File: config.mk
export PLATFORM = sky130hd
export DESIGN_NAME = fft_stim_gen
export DESIGN_NICKNAME = d
export VERILOG_FILES = /design/src/rtl/fft_pkg.sv /design/src/rtl/fft_stim_pattern.sv /design/src/rtl/fft_stim_gen.sv
export SDC_FILE = /design/constraint.sdc
export NUM_CORES = 1
export LEC_CHECK = 0
export ABC_AREA = 1
export CORE_MARGIN = 5
export CORE_UTILIZATION = 60
export CTS_CLUSTER_DIAMETER = 80
export DETAILED_ROUTE_END_ITERATION = 7
export PLACE_DENSITY = 0.94
export SYNTH_ARGS = -nofsm -noshare
export SYNTH_HDL_FRONTEND = slang
export SYNTH_SLANG_ARGS = --single-unit
File: constraint.sdc
create_clock -name clk -period 5.8 [get_ports clk]
set_input_delay 0.58 -clock clk [delete_from_list [all_inputs] [get_ports clk]]
set_output_delay 0.58 -clock clk [all_outputs]
set_load 0.01 [all_outputs]
File: src/rtl/fft_pkg.sv
// Shared encodings and default sizes for the FFT datapath and its stimulus source.
package fft_pkg;

    localparam int DEF_DATA_W = 16;
    localparam int DEF_FFT_N  = 64;
    localparam int DEF_LOG2_N = 6;
    localparam int DEF_CNT_W  = 8;

    typedef enum logic [1:0] {
        MODE_RAMP = 2'd0,
        MODE_IMP  = 2'd1,
        MODE_DC   = 2'd2,
        MODE_ALT  = 2'd3
    } mode_e;

    typedef enum logic [1:0] {
        ST_IDLE = 2'd0,
        ST_RUN  = 2'd1,
        ST_DONE = 2'd2
    } state_e;

endpackage

File: src/rtl/fft_stim_pattern.sv
// Combinational pattern value for sample index k; the top registers the result.
module fft_stim_pattern
    import fft_pkg::*;
#(
    parameter int DATA_W = DEF_DATA_W,
    parameter int LOG2_N = DEF_LOG2_N
) (
    input  logic [1:0]        mode,
    input  logic [LOG2_N-1:0] k,
    input  logic [DATA_W-1:0] acc,
    input  logic [DATA_W-1:0] amp,
    output logic [DATA_W-1:0] value
);

    // NOTE: assign a default first so every path through the case drives value (no latch).
    always_comb begin
        value = '0;
        case (mode_e'(mode))
            MODE_RAMP: value = acc;
            MODE_IMP:  value = (k == '0) ? amp : '0;
            MODE_DC:   value = amp;
            // Two's-complement negation keeps the most-negative value unchanged.
            MODE_ALT:  value = k[0] ? (~amp + 1'b1) : amp;
            default:   value = '0;
        endcase
    end

endmodule

File: src/rtl/fft_stim_gen.sv
// Frame source for FFT self-test: ramp/impulse/DC/alternating frames over valid/ready.
module fft_stim_gen
    import fft_pkg::*;
#(
    parameter int DATA_W = DEF_DATA_W,
    parameter int FFT_N  = DEF_FFT_N,
    parameter int LOG2_N = DEF_LOG2_N,
    parameter int CNT_W  = DEF_CNT_W
) (
    input  logic              clk,
    input  logic              rst_n,
    input  logic              start,
    input  logic              stop,
    input  logic [1:0]        mode,
    input  logic [DATA_W-1:0] amp,
    input  logic [DATA_W-1:0] step,
    input  logic              ramp_cont,
    input  logic [CNT_W-1:0]  num_frames,
    output logic              out_valid,
    input  logic              out_ready,
    output logic [DATA_W-1:0] out_r,
    output logic [DATA_W-1:0] out_i,
    output logic              out_sop,
    output logic              out_eop,
    output logic              busy,
    output logic              done
);

    localparam logic [LOG2_N-1:0] LAST_IDX = LOG2_N'(FFT_N - 1);

    state_e             state_q, state_d;
    logic [LOG2_N-1:0]  idx_q, idx_d;
    logic [CNT_W-1:0]   frames_q, frames_d;
    logic [DATA_W-1:0]  acc_q, acc_d;
    logic               stop_seen_q, stop_seen_d;

    logic [1:0]         mode_q, mode_d;
    logic [DATA_W-1:0]  amp_q, amp_d;
    logic [DATA_W-1:0]  step_q, step_d;
    logic               ramp_cont_q, ramp_cont_d;
    logic [CNT_W-1:0]   num_frames_q, num_frames_d;

    logic               out_valid_q, out_valid_d;
    logic [DATA_W-1:0]  out_r_q, out_r_d;
    logic               out_sop_q, out_sop_d;
    logic               out_eop_q, out_eop_d;
    logic               busy_q, busy_d;
    logic               done_q, done_d;

    logic               hs;
    logic               last_idx;
    logic               last_frame;
    logic               finish;
    logic               load;
    logic [DATA_W-1:0]  pat_value;

    assign hs         = out_valid_q & out_ready;
    assign last_idx   = (idx_q == LAST_IDX);
    assign last_frame = (num_frames_q != '0) && ((frames_q + 1'b1) == num_frames_q);
    // A stop arriving on the eop handshake itself still ends the stream after this frame.
    assign finish     = hs & last_idx & (last_frame | stop_seen_q | stop);

    always_comb begin
        state_d      = state_q;
        idx_d        = idx_q;
        frames_d     = frames_q;
        acc_d        = acc_q;
        stop_seen_d  = stop_seen_q;
        mode_d       = mode_q;
        amp_d        = amp_q;
        step_d       = step_q;
        ramp_cont_d  = ramp_cont_q;
        num_frames_d = num_frames_q;
        load         = 1'b0;

        case (state_q)
            ST_IDLE: begin
                if (start) begin
                    state_d      = ST_RUN;
                    mode_d       = mode;
                    amp_d        = amp;
                    step_d       = step;
                    ramp_cont_d  = ramp_cont;
                    num_frames_d = num_frames;
                    idx_d        = '0;
                    frames_d     = '0;
                    acc_d        = amp;
                    stop_seen_d  = 1'b0;
                    load         = 1'b1;
                end
            end
            ST_RUN: begin
                if (stop) stop_seen_d = 1'b1;
                if (finish) begin
                    state_d     = ST_DONE;
                    stop_seen_d = 1'b0;
                    idx_d       = '0;
                    frames_d    = '0;
                end else if (hs) begin
                    idx_d = idx_q + 1'b1;
                    acc_d = acc_q + step_q;
                    if (last_idx) begin
                        frames_d = frames_q + 1'b1;
                        if (!ramp_cont_q) acc_d = amp_q;
                    end
                    load = 1'b1;
                end
            end
            ST_DONE: state_d = ST_IDLE;
            default: state_d = ST_IDLE;
        endcase
    end

    fft_stim_pattern #(
        .DATA_W (DATA_W),
        .LOG2_N (LOG2_N)
    ) u_pattern (
        .mode  (mode_d),
        .k     (idx_d),
        .acc   (acc_d),
        .amp   (amp_d),
        .value (pat_value)
    );

    // Output registers: new sample on load, hold while stalled, clear outside RUN.
    always_comb begin
        out_valid_d = (state_d == ST_RUN);
        busy_d      = (state_d == ST_RUN);
        done_d      = (state_d == ST_DONE);
        out_r_d     = out_r_q;
        out_sop_d   = out_sop_q;
        out_eop_d   = out_eop_q;
        if (load) begin
            out_r_d   = pat_value;
            out_sop_d = (idx_d == '0);
            out_eop_d = (idx_d == LAST_IDX);
        end else if (state_d != ST_RUN) begin
            out_r_d   = '0;
            out_sop_d = 1'b0;
            out_eop_d = 1'b0;
        end
    end

    // NOTE: sequential state uses non-blocking assignments so all flops update together.
    always_ff @(posedge clk or negedge rst_n) begin
        if (!rst_n) begin
            state_q      <= ST_IDLE;
            idx_q        <= '0;
            frames_q     <= '0;
            acc_q        <= '0;
            stop_seen_q  <= 1'b0;
            mode_q       <= '0;
            amp_q        <= '0;
            step_q       <= '0;
            ramp_cont_q  <= 1'b0;
            num_frames_q <= '0;
            out_valid_q  <= 1'b0;
            out_r_q      <= '0;
            out_sop_q    <= 1'b0;
            out_eop_q    <= 1'b0;
            busy_q       <= 1'b0;
            done_q       <= 1'b0;
        end else begin
            state_q      <= state_d;
            idx_q        <= idx_d;
            frames_q     <= frames_d;
            acc_q        <= acc_d;
            stop_seen_q  <= stop_seen_d;
            mode_q       <= mode_d;
            amp_q        <= amp_d;
            step_q       <= step_d;
            ramp_cont_q  <= ramp_cont_d;
            num_frames_q <= num_frames_d;
            out_valid_q  <= out_valid_d;
            out_r_q      <= out_r_d;
            out_sop_q    <= out_sop_d;
            out_eop_q    <= out_eop_d;
            busy_q       <= busy_d;
            done_q       <= done_d;
        end
    end

    assign out_valid = out_valid_q;
    assign out_r     = out_r_q;
    assign out_i     = '0;
    assign out_sop   = out_sop_q;
    assign out_eop   = out_eop_q;
    assign busy      = busy_q;
    assign done      = done_q;

endmodule

# After elaboration in Yosys (flattened, before gate mapping)
# Cells that the tools add are included.
[word_totals]
rom_bits = 0
elab_cells = 87
out_inout_bits = 37
regBits = 96
n_memories = 0
latchBits = 0
mem_bits_rw = 0
[op_classes]
n_eq_ne = 14
mux = 38
div = 0
shift = 0
n_addsub = 4
bitwise_logic = 6
multipliers = 0
reduce_logical = 10
magnitude_cmp = 0
[op_table]
columns = ["operator", "n"]
rows = [
  ["$mux 16", 11],
  ["$pmux 16 s4", 1],
  ["$mux 8", 4],
  ["$pmux 16 s2", 1],
  ["$mux 6", 3],
  ["$add 16x1->16 const B", 1],
  ["$add 16x16->16", 1],
  ["$not 16->16", 1],
  ["$pmux 8 s2", 1],
  ["$eq 6x6->1 const B", 2],
  ["$pmux 6 s2", 1],
  ["$mux 1", 9],
  ["$ne 3x3->1 const B", 3],
  ["$add 8x1->8 const B", 1],
  ["$eq 8x8->1", 1],
  ["$mux 2", 4],
  ["$reduce_bool 8->1", 1],
  ["$add 6x1->6 const B", 1],
  ["$eq 2x1->1 const B", 3],
  ["$eq 2x2->1 const B", 3],
  ["$logic_not 6->1", 1],
  ["$logic_not 2->1", 2],
  ["$pmux 1 s2", 2],
  ["$pmux 2 s2", 1],
  ["other kinds (9)", 13],
]

# Longest topological paths before layout
# Gate-level depths: netlist of the first run.
[depth]
word_depth = 12
mapped_depth = 23

# Cells and area by module
# From an unflattened synthesis of the first run, not the netlist that was laid out.
[hier_totals]
hier_cells = 889
hier_area_um2 = 6271.0
[by_module_without_submodules]
columns = ["mod", "instances", "area_per_inst_um2", "cells_per_inst"]
rows = [
  ["fft_stim_gen", 1, 5506.5, 733],
  ["fft_stim_pattern", 1, 764.5, 156],
]

# Worst setup path after synthesis of the first run
# Ideal clock, no wire load.
[synth_timing]
kind = "input -> register"
start = "input port start"
end = "register out_r_q[14], in the netlist out_r[14]"
path_slack_ns = 3.318
required_time_ns = 5.683
path_buffers = 2
arrival_ns = 2.365
setup_ns = 0.117
path_stages = 18
path_cell_list = "buf_2 -> nand2_4 -> buf_6 -> a21oi_1 -> ha_1 -> inv_1 -> nor2_1 -> inv_1 -> nor2_1 -> nand4_1 -> nor2_1 -> nand2_1 -> nand3_1 -> nand2_1 -> nand3_1 -> nand3_1 -> nand2_1 -> nand2_1"
[synth_between]
elab_chain_len = 7
[synth_lines]
columns = ["element", "line", "source"]
rows = [
  ["from (decl)", "fft_stim_gen.sv:12", "input logic start,"],
  ["$mux 16", "fft_stim_gen.sv:78", "if (start) begin"],
  ["$mux 16", "fft_stim_gen.sv:76", "case (state_q)"],
  ["$not 16->16", "fft_stim_pattern.sv:23", "MODE_ALT: value = k[0] ? (~amp + 1'b1) : amp;"],
  ["$add 16x1->16", "fft_stim_pattern.sv:23", ""],
  ["$mux 16", "fft_stim_pattern.sv:23", ""],
  ["$pmux 16 s4", "fft_stim_pattern.sv:18", "case (mode_e'(mode))"],
  ["$mux 16", "fft_stim_gen.sv:133", "if (load) begin"],
  ["to (signal assigned)", "fft_stim_gen.sv:175", "out_r_q <= out_r_d;"],
  ["to (decl)", "fft_stim_gen.sv:44", "logic [DATA_W-1:0] out_r_q, out_r_d;"],
]
# Several ways; a longest one is shown, not always the timed one.
# A chain may end at the register's enable or synchronous reset.

# Final worst setup path of the first run
[layout_timing]
start = "register state_q[1]"
end = "register out_r_q[13], in the netlist out_r[13]"
[layout_between]
elab_chain_len = 7
[layout_lines]
columns = ["element", "line", "source"]
rows = [
  ["from (decl)", "fft_stim_gen.sv:31", "state_e state_q, state_d;"],
  ["from (signal assigned)", "fft_stim_gen.sv:164", "state_q <= state_d;"],
  ["$logic_not 2->1", "fft_stim_gen.sv:76", ""],
  ["$mux 16", "fft_stim_gen.sv:76", ""],
  ["$not 16->16", "fft_stim_pattern.sv:23", ""],
  ["$add 16x1->16", "fft_stim_pattern.sv:23", ""],
  ["$mux 16", "fft_stim_pattern.sv:23", ""],
  ["$pmux 16 s4", "fft_stim_pattern.sv:18", ""],
  ["$mux 16", "fft_stim_gen.sv:133", ""],
]
# Several ways; a longest one is shown, not always the timed one.

==> metrics.md, run 1 <==
| Metric | Value |
|---|---|
| Post-DR wirelength/cell | approximately 15 um |
| Share of synthesized flip-flops with an asynchronous set or reset | 100.0% |
| Routed WL | 17.49 mm |
| FF-to-FF path depth | 14 |
| Vias after detailed routing | 6576 |
| HPWL after DPL | 13.06 mm |
| Max_cap viols | 0 |
| PortBufs | 68 |
| DIE HEIGHT | between 100 and 150 um |
| Fin cells | 1163 |
| Switching Share | approximately half |
| Slew HR | 18.55% |
| Detailed-router iteration count before antenna repair | 5 |
| Final Hold Fails | 0 |
| Initial Util | 60.80% |
| Unique masters post-synth | between 40 and 50 |
| GRT overflow | 0 |
| Peak VDD IR | roughly 300 uV |
| Final antenna-violating net count | 0 |
| Fmax | between 0.2 and 0.25 GHz |
| CTS sink cnt | 96 |
| Hold WC Path Type | primary input to async pin |
| Outcome | finished, final reports clean |
| Crit path max-delay family | simple AND/OR/NAND/NOR gates |
| Synth Warn # | 0 |
| Avg Synthesized Cell Area | roughly 6.8 um^2 |
| Nets | 1086 |
| Post-CTS Hold Buffers | 0 |
| Max stage delay on crit path | 0.81 ns |
| Die Footprint | 13130 um^2 |
| Pre-CTS setup slack | approximately 1.8 ns |
| Core area | 10790 um^2 |
| EDFF count, synth | 0 |
| Vias in the first global route | 6310 |
| Dominant register cell in the synthesized netlist | dfrtp_1 |
| Flop pwr share | 27.7% |
| Unrepaired setup endpoints after global routing | no |
| Layout cells sized above 1 | 6.354% |
| Clock power share | 9.2% |
| Sw Pwr | 2.325 mW |
| Most frequent cells in the layout | 323 x nand2_1, 104 x inv_1, 104 x nand3_1, 96 x dfrtp_1, 70 x nor2_1 |
| Antenna violations before repair | 0 |
| CP bufs+invs | 3 |
| Actual slew at the worst max-slew pin | 1.217 ns |
| Number of diodes | 0 |
| Post-Place Cells | around 1100 |
| Logic pwr share | 63.1% |
| CP Cell Sequence | inv_1, nand2_1, nor2_1, nor2_1, inv_1, nand2_1, nand2_2, nor2_2, nand3_2, inv_2, nand3_1, nand2_1, nand2_1, nand2_1 |
| GR Util All Layers | 27.71% |
| Fin crit share | 69.41% |
| First-pass GRT wire length | just under 30 mm |
| Crit end category | flip-flop |
| Worst setup SP type | flip-flop |
| Slowest CP cell | dfrtp_1 |
| WP data required | 6.11 ns |
| CTS tree | yes |
| Crit-path most repeated cell | nand2_1 |
| H-tree depth | 3 |
| DR iter-0 viols | a little under 700 |
| Setup_tns | 0 ns |
| Area after DPL | ~7200 um^2 |
| Tmin final | 4.026 ns |
| Slew Viols, Final | 0 |
| Final Setup Violations | 0 |
| Design area | between 7000 and 8000 um^2 |
| CTS root buf | clkbuf_8 |
| CTS buffer count | 9 |
| PwrDens | between 600 and 700 nW/um^2 |
| CP Class | flip-flop to flip-flop |
| Max FO, Critical Path | 26 |
| Pin count of the biggest net entering global routing | 69 |
| LEAKAGE | slightly below 4 nW |
| Power Internal | roughly 2.2 mW |
| Critical path depth | 14 |
| Row count | 38 |
| Commonest non-fill, non-tap cell in the layout | nand2_1 |
| Area grow syn2layout | 12.62% |
| CTS resizes | 0 |
| Vias per cell | 5.654 |
| Sequential fraction of the synthesis area | 36.61% |
| Placer Congestion | 0.9842 |
| Die Wd | 114.6 um |
| Reg clk slew, reported paths | ~0.10 ns |
| Post-Syn Instances | 968 |
| Clock skew | ~0.017 ns |
| Synthesized cell area | 6563 um^2 |
| Flop2flop setup slack | 1.77 ns |
| Setup Buffers After CTS | 0 |
| Maximum clock insertion buffer count | 2 |
| Crit path DAT | 4.34 ns |
| IO Pins | 85 |
| Synthesized flop and latch total | 96 |
| Clock latency on the worst-skew pair | 0.38 ns |
| DRC violations left | 0 |
| Worst setup margin | between 1.5 and 2 ns |
-- cell usage after synthesis, types with 2 or more instances --
cell,number,area [um^2]
a21oi_1,46,230.2
nand3_1,104,520.5
o21ai_0,39,195.2
a21oi_2,4,35.03
nor2_2,7,43.79
o21bai_1,4,30.03
buf_4,19,142.6
a31oi_1,3,18.77
o21ai_1,9,45.04
nand4_1,13,81.33
o21ai_2,8,70.07
buf_1,3,11.26
nand3_2,3,30.03
nor3_1,6,30.03
nor2_1,70,262.8
nand3b_1,3,22.52
buf_6,3,33.78
a211oi_1,4,30.03
xor2_1,8,70.07
nand2_1,323,1212
clkbuf_1,12,45.04
nand2_4,2,22.52
buf_2,10,50.05
dfrtp_1,96,2402
inv_1,104,390.4
clkinv_1,4,15.01
ha_1,18,225.2
inv_2,6,22.52
nand2_2,6,37.54
o21a_1,2,15.01
xnor2_1,2,17.52
o22ai_1,8,50.05
or2_2,8,50.05
-- logic make-up after synthesis --
kind of cell,Yosys count,synth area share (%)
compound gates,131,11.44
simple gates,549,35.84
flops,96,36.61
mux,1,0.1525
buf+inv,161,10.83
xor+xnor,10,1.335
fa+ha+maj,19,3.737
other cells,1,0.05714
-- registers in the layout (all words and copies together), names as in the netlist --
| signal | count |
|---|---|
| done | 1 |
| amp_q | 16 |
| out_r | 16 |
| out_sop | 1 |
| mode_q | 2 |
| num_frames_q | 8 |
| step_q | 16 |
| busy | 1 |
| frames_q | 8 |
| stop_seen_q | 1 |
| idx_q | 6 |
| acc_q | 16 |
| state_q | 2 |
| out_eop | 1 |
| ramp_cont_q | 1 |
-- per-stage QoR --
stage | util (%) | hold slack, ns | power [mW]
floorplan | - | 0.2844 | 3.276
global placement | 66.89 | 0.4655 | 3.921
detailed placement | 66.89 | 0.4672 | 4.020
CTS | 68.48 | 0.1318 | 4.438
global route | 68.48 | 0.1401 | 4.935
finish | 68.48 | 0.1121 | 4.486
-- routing by layer --
metal  share of wire, %  routed length, um  up-vias  GRT usage (%)
met3                7.5               1314       66          3.753
met4                5.1                898        0          15.99
met5                  0                  0        -              0
met1                 40               7008     3027          34.70
met2                 47               8265      307          45.79
li1                   -                  -     3176              -
-- power by group through the flow --
stage | clock (mW) | sequential (mW) | combinational, mW
after global placement | 0 | 1.24 | 2.68
after global routing | 0.446 | 1.28 | 3.21
final | 0.412 | 1.24 | 2.83
after CTS | 0.412 | 1.24 | 2.79
after floorplan | 0 | 1.20 | 2.07
after detailed placement | 0 | 1.25 | 2.77
-- worst paths after layout --
path,start,endpoint
hold / removal,rst_n,out_r[0]
min in group clk,out_r[7],out_r[7]
setup reg to reg,state_q[1],out_r[13]
hold reg to reg,out_r[7],out_r[7]
max in group asynchronous,rst_n,amp_q[1]
setup / recovery,state_q[1],out_r[13]
-- layout make-up --
type | instances | area, um^2
Clock buffer | 10 | 137.6
Clock inverter | 5 | 33.78
Fill cell | 910 | 3402
Inverter | 114 | 427.9
Multi-Input combinational cell | 726 | 3506
Sequential cell | 96 | 2402
Tap cell | 140 | 175.2
Timing Repair Buffer | 72 | 708.2
Power figures use the tool's default switching activity.
==> inputs of run 2 (changes only) <==
- CORE_UTILIZATION: 60 -> 56
- PLACE_DENSITY: 0.94 -> 0.89
- clock period: 5.8 -> 4 ns (I/O delays scaled with it)
==> run 2 against run 1 <==
  * Maximum frequency is 21% higher
  * Largest power group unchanged
  * Core utilization shrank 2.2 points
  * Clock skew is 0.010 ns lower
  * Highest routed layer unchanged
  * Clock-buffer cell count grew 2
  * Critical endpoint is now out_r[14]
  * Clock power increased by 110%
  * Final area up 2.8%
  * Global-route usage down 1.4 points
  * Critical path depth is 5 higher
==> metrics.md, run 2 (synthesis results as in run 1) <==
| Metric | Value |
|---|---|
| Max_cap viols | 0 (unchanged) |
| DIE HEIGHT | 118.3 um (was 114.6 um) |
| Multi-input gate area | 3506 um^2 (unchanged) |
| Final antenna-violating net count | 0 (unchanged) |
| LEAKAGE | 3.980 nW (was 3.867 nW) |
| Area grow syn2layout | 15.73% (was 12.62%) |
| Fmax | 0.3001 GHz (was 0.2484 GHz) |
| Vias in the first global route | 6357 (was 6310) |
| HPWL after DPL | 13.41 mm (was 13.06 mm) |
| CTS root buf | clkbuf_16 (was clkbuf_8) |
| Reg-to-Reg End | out_r[14] (was out_r[13]) |
| Layout cells sized above 1 | 7.239% (was 6.354%) |
| Fillcell total | 995 (was 910) |
| Finished Core Util | 66.23% (was 68.48%) |
| Nets | 1098 (was 1086) |
| Post-CTS Hold Buffers | 0 (unchanged) |
| Slowest CP cell | dfrtp_1 (unchanged) |
| Routed WL | 18.15 mm (was 17.49 mm) |
| Final Setup Violations | 0 (unchanged) |
| Max FO, Critical Path | 16 (was 26) |
| Clock skew | 0.007377 ns (was 0.01735 ns) |
| Placer Congestion | 0.9718 (was 0.9842) |
| Final Hold Fails | 0 (unchanged) |
| Setup_tns | 0 ns (unchanged) |
| Slew Viols, Final | 0 (unchanged) |
| Post-Place Cells | 1163 (was 1148) |
| Row count | 39 (was 38) |
| Max stage delay on crit path | 0.81 ns (about the same) |
| CP Cell Sequence | inv_1, buf_4, nand2_1, nor2_1, a21oi_1, ha_1, inv_1, nor2_1, inv_1, nor2_1, nand4_1, nor2_1, nand2_1, nand3_1, nand2_1, nand3_1, nand3_1, nand2_1, nand2_1 (was inv_1, nand2_1, nor2_1, nor2_1, inv_1, nand2_1, nand2_2, nor2_2, nand3_2, inv_2, nand3_1, nand2_1, nand2_1, nand2_1) |
| Flop2flop setup slack | 0.67 ns (was 1.77 ns) |
| Pin count of the biggest net entering global routing | 75 (was 69) |
| CTS resizes | 0 (unchanged) |
| Vias per cell | 5.593 (was 5.654) |
| Fin crit share | 83.30% (was 69.41%) |
| WP data required | 4.25 ns (was 6.11 ns) |
| PortBufs | 68 (unchanged) |
| Clock latency on the worst-skew pair | 0.36 ns (was 0.38 ns) |
| Post-DR wirelength/cell | 15.40 um (was 15.04 um) |
| Detailed-router iteration count before antenna repair | 5 (unchanged) |
| Most frequent cells in the layout | 323 x nand2_1, 104 x inv_1, 104 x nand3_1, 96 x dfrtp_1, 70 x nor2_1 (unchanged) |
| Crit-path most repeated cell | nand2_1 (unchanged) |
| CTS buffer count | 9 (unchanged) |
| PwrDens | 900.0 nW/um^2 (was 607.0 nW/um^2) |
| CP Class | flip-flop to flip-flop (unchanged) |
| FF-to-FF path depth | 19 (was 14) |
| Outcome | finished, final reports clean (unchanged) |
| FF/Latch Area | 2402 um^2 (unchanged) |
| CTS sink cnt | 96 (unchanged) |
| Reg2reg start | state_q[1] (unchanged) |
| Fin cells | 1179 (was 1163) |
| Number of diodes | 0 (unchanged) |
| Setup Buffers After CTS | 0 (unchanged) |
| Reg clk slew, reported paths | 0.06 ns (was 0.10 ns) |
| Slew HR | 34.65% (was 18.55%) |
| Initial Util | 57.23% (was 60.80%) |
| Unrepaired setup endpoints after global routing | no (unchanged) |
| GR Util All Layers | 26.32% (was 27.71%) |
| Crit path DAT | 3.58 ns (was 4.34 ns) |
| Worst setup SP type | flip-flop (unchanged) |
| First-pass GRT wire length | 30.20 mm (was 29.24 mm) |
| Vias after detailed routing | 6594 (was 6576) |
| Core area | 11470 um^2 (was 10790 um^2) |
| Maximum clock insertion buffer count | 2 (unchanged) |
| Peak VDD IR | 533.5 uV (was 294.3 uV) |
| Hold WC Path Type | primary input to async pin (unchanged) |
| Actual slew at the worst max-slew pin | 0.9803 ns (was 1.217 ns) |
| Crit end category | flip-flop (unchanged) |
| CTS tree | yes (unchanged) |
| Tmin final | 3.332 ns (was 4.026 ns) |
| DRC violations left | 0 (unchanged) |
| IO Pins | 85 (unchanged) |
| Commonest non-fill, non-tap cell in the layout | nand2_1 (unchanged) |
| GRT overflow | 0 (unchanged) |
| Die Wd | 118.3 um (was 114.6 um) |
| H-tree depth | 3 (unchanged) |
| DR iter-0 viols | 562 (was 696) |
| Die Footprint | 13980 um^2 (was 13130 um^2) |
| Antenna violations before repair | 0 (unchanged) |
==> run 2: report_power, final <==
group	internal [mW]	switching [mW]	total, mW	leakage, nW
combinational	1.51	2.66	4.16	2.67
sequential	1.44	0.377	1.82	1.17
clock	0.482	0.371	0.854	0.140
==> run 2: layout make-up <==
type,count,area share [%]
multi-input cells,726,46.16
flip-flops and latches,96,31.63
repair buffers,84,10.51
inverters,114,5.634
clock buffers,12,3.114
well taps,143,2.356
clock inverters,4,0.5931
==> run 2: worst max path at each step <==
| stage | cells after the start | end | slack [ns] | from |
|---|---|---|---|---|
| after floorplan | 19 | out_r[14] | 1.66 | state_q[1] |
| after CTS | 19 | out_r[14] | 0.75 | state_q[1] |
| final | 19 | out_r[14] | 0.67 | state_q[1] |
| after global routing | 19 | out_r[14] | 0.31 | state_q[1] |
| after global placement | 20 | out_r[14] | 0.80 | start |
| after detailed placement | 20 | out_r[14] | 0.67 | start |
==> run 2: worst max-delay path, delay by kind of cell, from the launching register on <==
| family | cells | cell delay [ns] |
|---|---|---|
| compound gates | 1 | 0.27 |
| fa+ha+maj | 1 | 0.23 |
| buf+inv | 4 | 0.42 |
| flops | 1 | 0.81 |
| simple gates | 13 | 1.49 |
==> run 2: metal layers <==
layer | share of wire [%] | vias up | GRT usage [%]
li1 | - | 3203 | -
met1 | 41 | 3040 | 33.24
met2 | 47 | 284 | 42.79
met3 | 7.4 | 67 | 5.778
met4 | 4.6 | 0 | 12.83
met5 | 0 | - | 0
==> run 2: stage by stage <==
step | hold WS [ns] | instance area (um^2) | setup slack (ns) | total power, mW
2_1_floorplan | 0.1044 | 6619 | 1.661 | 4.750
3_3_place_gp | 0.4654 | 7313 | 0.7971 | 5.809
3_5_place_dp | 0.4673 | 7313 | 0.6674 | 5.905
4_1_cts | 0.2396 | 7595 | 0.7515 | 6.791
5_1_grt | 0.2888 | 7595 | 0.3082 | 7.512
6_report | 0.2035 | 7595 | 0.6680 | 6.835
==> inputs of run 3 (changes only) <==
- CORE_UTILIZATION: 56 -> 51
- PLACE_DENSITY: 0.89 -> 0.85
- clock period: 4 -> 3 ns (I/O delays scaled with it)
==> run 3 against run 2 <==
  * Clock-buffer cell count shrank 2
  * Highest routed layer unchanged
  * Largest power group unchanged
  * Sequential cell count unchanged
  * Largest cell class unchanged
  * Core utilization fell by 4.2 points
==> metrics.md, run 3 (synthesis results as in run 1) <==
| Metric | Value |
|---|---|
| Setup_tns | 0 ns (unchanged) |
| DRC violations left | 0 (unchanged) |
| WP data required | 3.25 ns (was 4.25 ns) |
| Worst setup SP type | flip-flop (unchanged) |
| Layout cells sized above 1 | 8.866% (was 7.239%) |
| Peak VDD IR | 622.0 uV (was 533.5 uV) |
| Flop pwr share | 26.0% (was 26.6%) |
| Worst setup margin | 0.2430 ns (was 0.6680 ns) |
| Slowest CP cell | dfrtp_1 (unchanged) |
| Initial Util | 52.00% (was 57.23%) |
| Most frequent cells in the layout | 323 x nand2_1, 104 x inv_1, 104 x nand3_1, 95 x dfrtp_1, 70 x nor2_1 (was 323 x nand2_1, 104 x inv_1, 104 x nand3_1, 96 x dfrtp_1, 70 x nor2_1) |
| Hold WC Path Type | primary input to async pin (unchanged) |
| Max stage delay on crit path | 0.47 ns (was 0.81 ns) |
| Maximum clock insertion buffer count | 2 (unchanged) |
| Crit end category | flip-flop (unchanged) |
| PwrDens | 1200 nW/um^2 (was 900.0 nW/um^2) |
| HPWL after DPL | 14.10 mm (was 13.41 mm) |
| IO Pins | 85 (unchanged) |
| Core area | 12620 um^2 (was 11470 um^2) |
| Nets | 1112 (was 1098) |
| Hold Slack | 0.3910 ns (was 0.2035 ns) |
| Final antenna-violating net count | 0 (unchanged) |
| DIE HEIGHT | 123.4 um (was 118.3 um) |
| CP Class | flip-flop to flip-flop (unchanged) |
| Die Footprint | 15240 um^2 (was 13980 um^2) |
| Crit path max-delay family | simple AND/OR/NAND/NOR gates (unchanged) |
| Actual slew at the worst max-slew pin | 0.7229 ns (was 0.9803 ns) |
| Fin crit share | 91.90% (was 83.30%) |
| CTS root buf | clkbuf_16 (unchanged) |
| PortBufs | 68 (unchanged) |
| Reg clk slew, reported paths | 0.07 ns (was 0.06 ns) |
| First-pass GRT wire length | 29.50 mm (was 30.20 mm) |
| Placer Congestion | 0.9449 (was 0.9718) |
| Max FO, Critical Path | 21 (was 16) |
| Routed wl met3 | 1.312 mm (was 1.351 mm) |
| Detailed-router iteration count before antenna repair | 6 (was 5) |
| Metal2 WL | 9.158 mm (was 8.618 mm) |
| Number of diodes | 0 (unchanged) |
| Sw Pwr | 4.613 mW (was 3.406 mW) |
| Clock latency on the worst-skew pair | 0.36 ns (about the same) |
| Vias after detailed routing | 6589 (was 6594) |
| Fillcell total | 1165 (was 995) |
| Pin count of the biggest net entering global routing | 52 (was 75) |
| Tmin final | 2.757 ns (was 3.332 ns) |
| Fmax | 0.3627 GHz (was 0.3001 GHz) |
| Switching Share | 49.13% (was 49.83%) |
| Slew Viols, Final | 0 (unchanged) |
| Row count | 41 (was 39) |
| Crit path DAT | 3.01 ns (was 3.58 ns) |
| Unrepaired setup endpoints after global routing | no (unchanged) |
| Vias per cell | 5.396 (was 5.593) |
| LEAKAGE | 4.075 nW (was 3.980 nW) |
| Final Hold Fails | 0 (unchanged) |
| DR iter-0 viols | 660 (was 562) |
| Power Internal | 4.777 mW (was 3.430 mW) |
| GR Util All Layers | 24.89% (was 26.32%) |
| Area after DPL | 7437 um^2 (was 7313 um^2) |
| Die Wd | 123.4 um (was 118.3 um) |
| Post-DR wirelength/cell | 15.11 um (was 15.40 um) |
| CP bufs+invs | 3 (was 4) |
| Routed WL | 18.45 mm (was 18.15 mm) |
| Clock power share | 13.4% (was 12.5%) |
| Design area | 7828 um^2 (was 7595 um^2) |
| Antenna violations before repair | 0 (unchanged) |
| Pre-CTS setup slack | 0.04134 ns (was 0.6674 ns) |
| Crit-path most repeated cell | nand2_1 (unchanged) |
| Highest Signal Layer | met4 (unchanged) |
| Logic pwr share | 60.6% (was 60.9%) |
| CTS tree | yes (unchanged) |
| Area grow syn2layout | 19.28% (was 15.73%) |
| Final Setup Violations | 0 (unchanged) |
| Clock skew | 0.01039 ns (was 0.007377 ns) |
| Slew HR | 51.63% (was 34.65%) |
| GRT overflow | 0 (unchanged) |
| Commonest non-fill, non-tap cell in the layout | nand2_1 (unchanged) |
| CTS sink cnt | 96 (unchanged) |
| CTS buffer count | 9 (unchanged) |
| Total power | 9.390 mW (was 6.835 mW) |
| H-tree depth | 3 (unchanged) |
| Max_cap viols | 0 (unchanged) |
| CP Cell Sequence | nor2_8, nand2_4, inv_2, buf_4, o22ai_1, nor2_1, inv_1, nor2_1, nand4_1, nor2_1, nand2_1, nand3_1, nand2_1, nand3_1, nand3_1, nand2_1, nand2_1 (was inv_1, buf_4, nand2_1, nor2_1, a21oi_1, ha_1, inv_1, nor2_1, inv_1, nor2_1, nand4_1, nor2_1, nand2_1, nand3_1, nand2_1, nand3_1, nand3_1, nand2_1, nand2_1) |
| Vias in the first global route | 6133 (was 6357) |
| Met1 wire length | 7.507 mm (was 7.357 mm) |
| Outcome | finished, final reports clean (unchanged) |
==> run 3: changes by cell type in the layout (fill, tap and decap cells not counted), sizes merged <==
cell	change
buf	+13
bufinv	+1
clkbuf	-2
clkinv	-2
clkinvlp	+1
dlygate4sd3	+1
inv	+1
==> run 3: path summary, 6_finish.rpt <==
| check | start | to | slack, ns | cells past startpoint |
|---|---|---|---|---|
| max | state_q[1] | out_r[14] | 0.24 | 17 |
| min | rst_n | num_frames_q[3] | 0.39 | 2 |
| max reg2reg | state_q[1] | out_r[14] | 0.24 | 17 |
| min reg2reg | step_q[13] | step_q[13] | 0.48 | 2 |
| max in group asynchronous | rst_n | mode_q[0] | 1.95 | 3 |
| min in group clk | step[12] | step_q[12] | 0.47 | 3 |
==> run 3: layout make-up <==
cell class | instances | area (um^2) | area share, %
clock buffer | 10 | 239.0 | 3.053
clock inverter | 5 | 81.33 | 1.039
inverter | 114 | 427.9 | 5.467
multi-input combinational | 726 | 3526 | 45.04
sequential | 96 | 2404 | 30.71
tap | 172 | 215.2 | 2.749
timing repair buffer | 98 | 934.6 | 11.94
==> run 3: repair_timing <==
item                                    4_1_cts  5_1_grt
endpoints found under the setup margin        0       22
hold buffers                                  1        0
gates resized for setup                       0        8
buffers inserted                              0        3
hold endpoints to repair                     20        0
==> run 3: power groups by stage <==
stage                     clock network, mW  registers [mW]  logic (mW)
after floorplan                           0            2.33        4.01
after global placement                    0            2.43        5.40
after detailed placement                  0            2.44        5.53
after CTS                              1.27            2.43        5.56
after global routing                   1.32            2.50        6.41
final                                  1.26            2.44        5.69
==> run 3: per-stage QoR <==
stage	util, %	cells
5_1_grt	62.03	1221
3_3_place_gp	58.93	1202
3_5_place_dp	58.93	1202
6_report	62.03	1221
4_1_cts	61.55	1218
2_1_floorplan	-	983
==> run 3: routing by layer <==
layer  vias up  track usage [%]
met5         -                0
met3        39            4.346
li1       3221                -
met1      3064            31.92
met4         0            8.512
met2       265            42.44
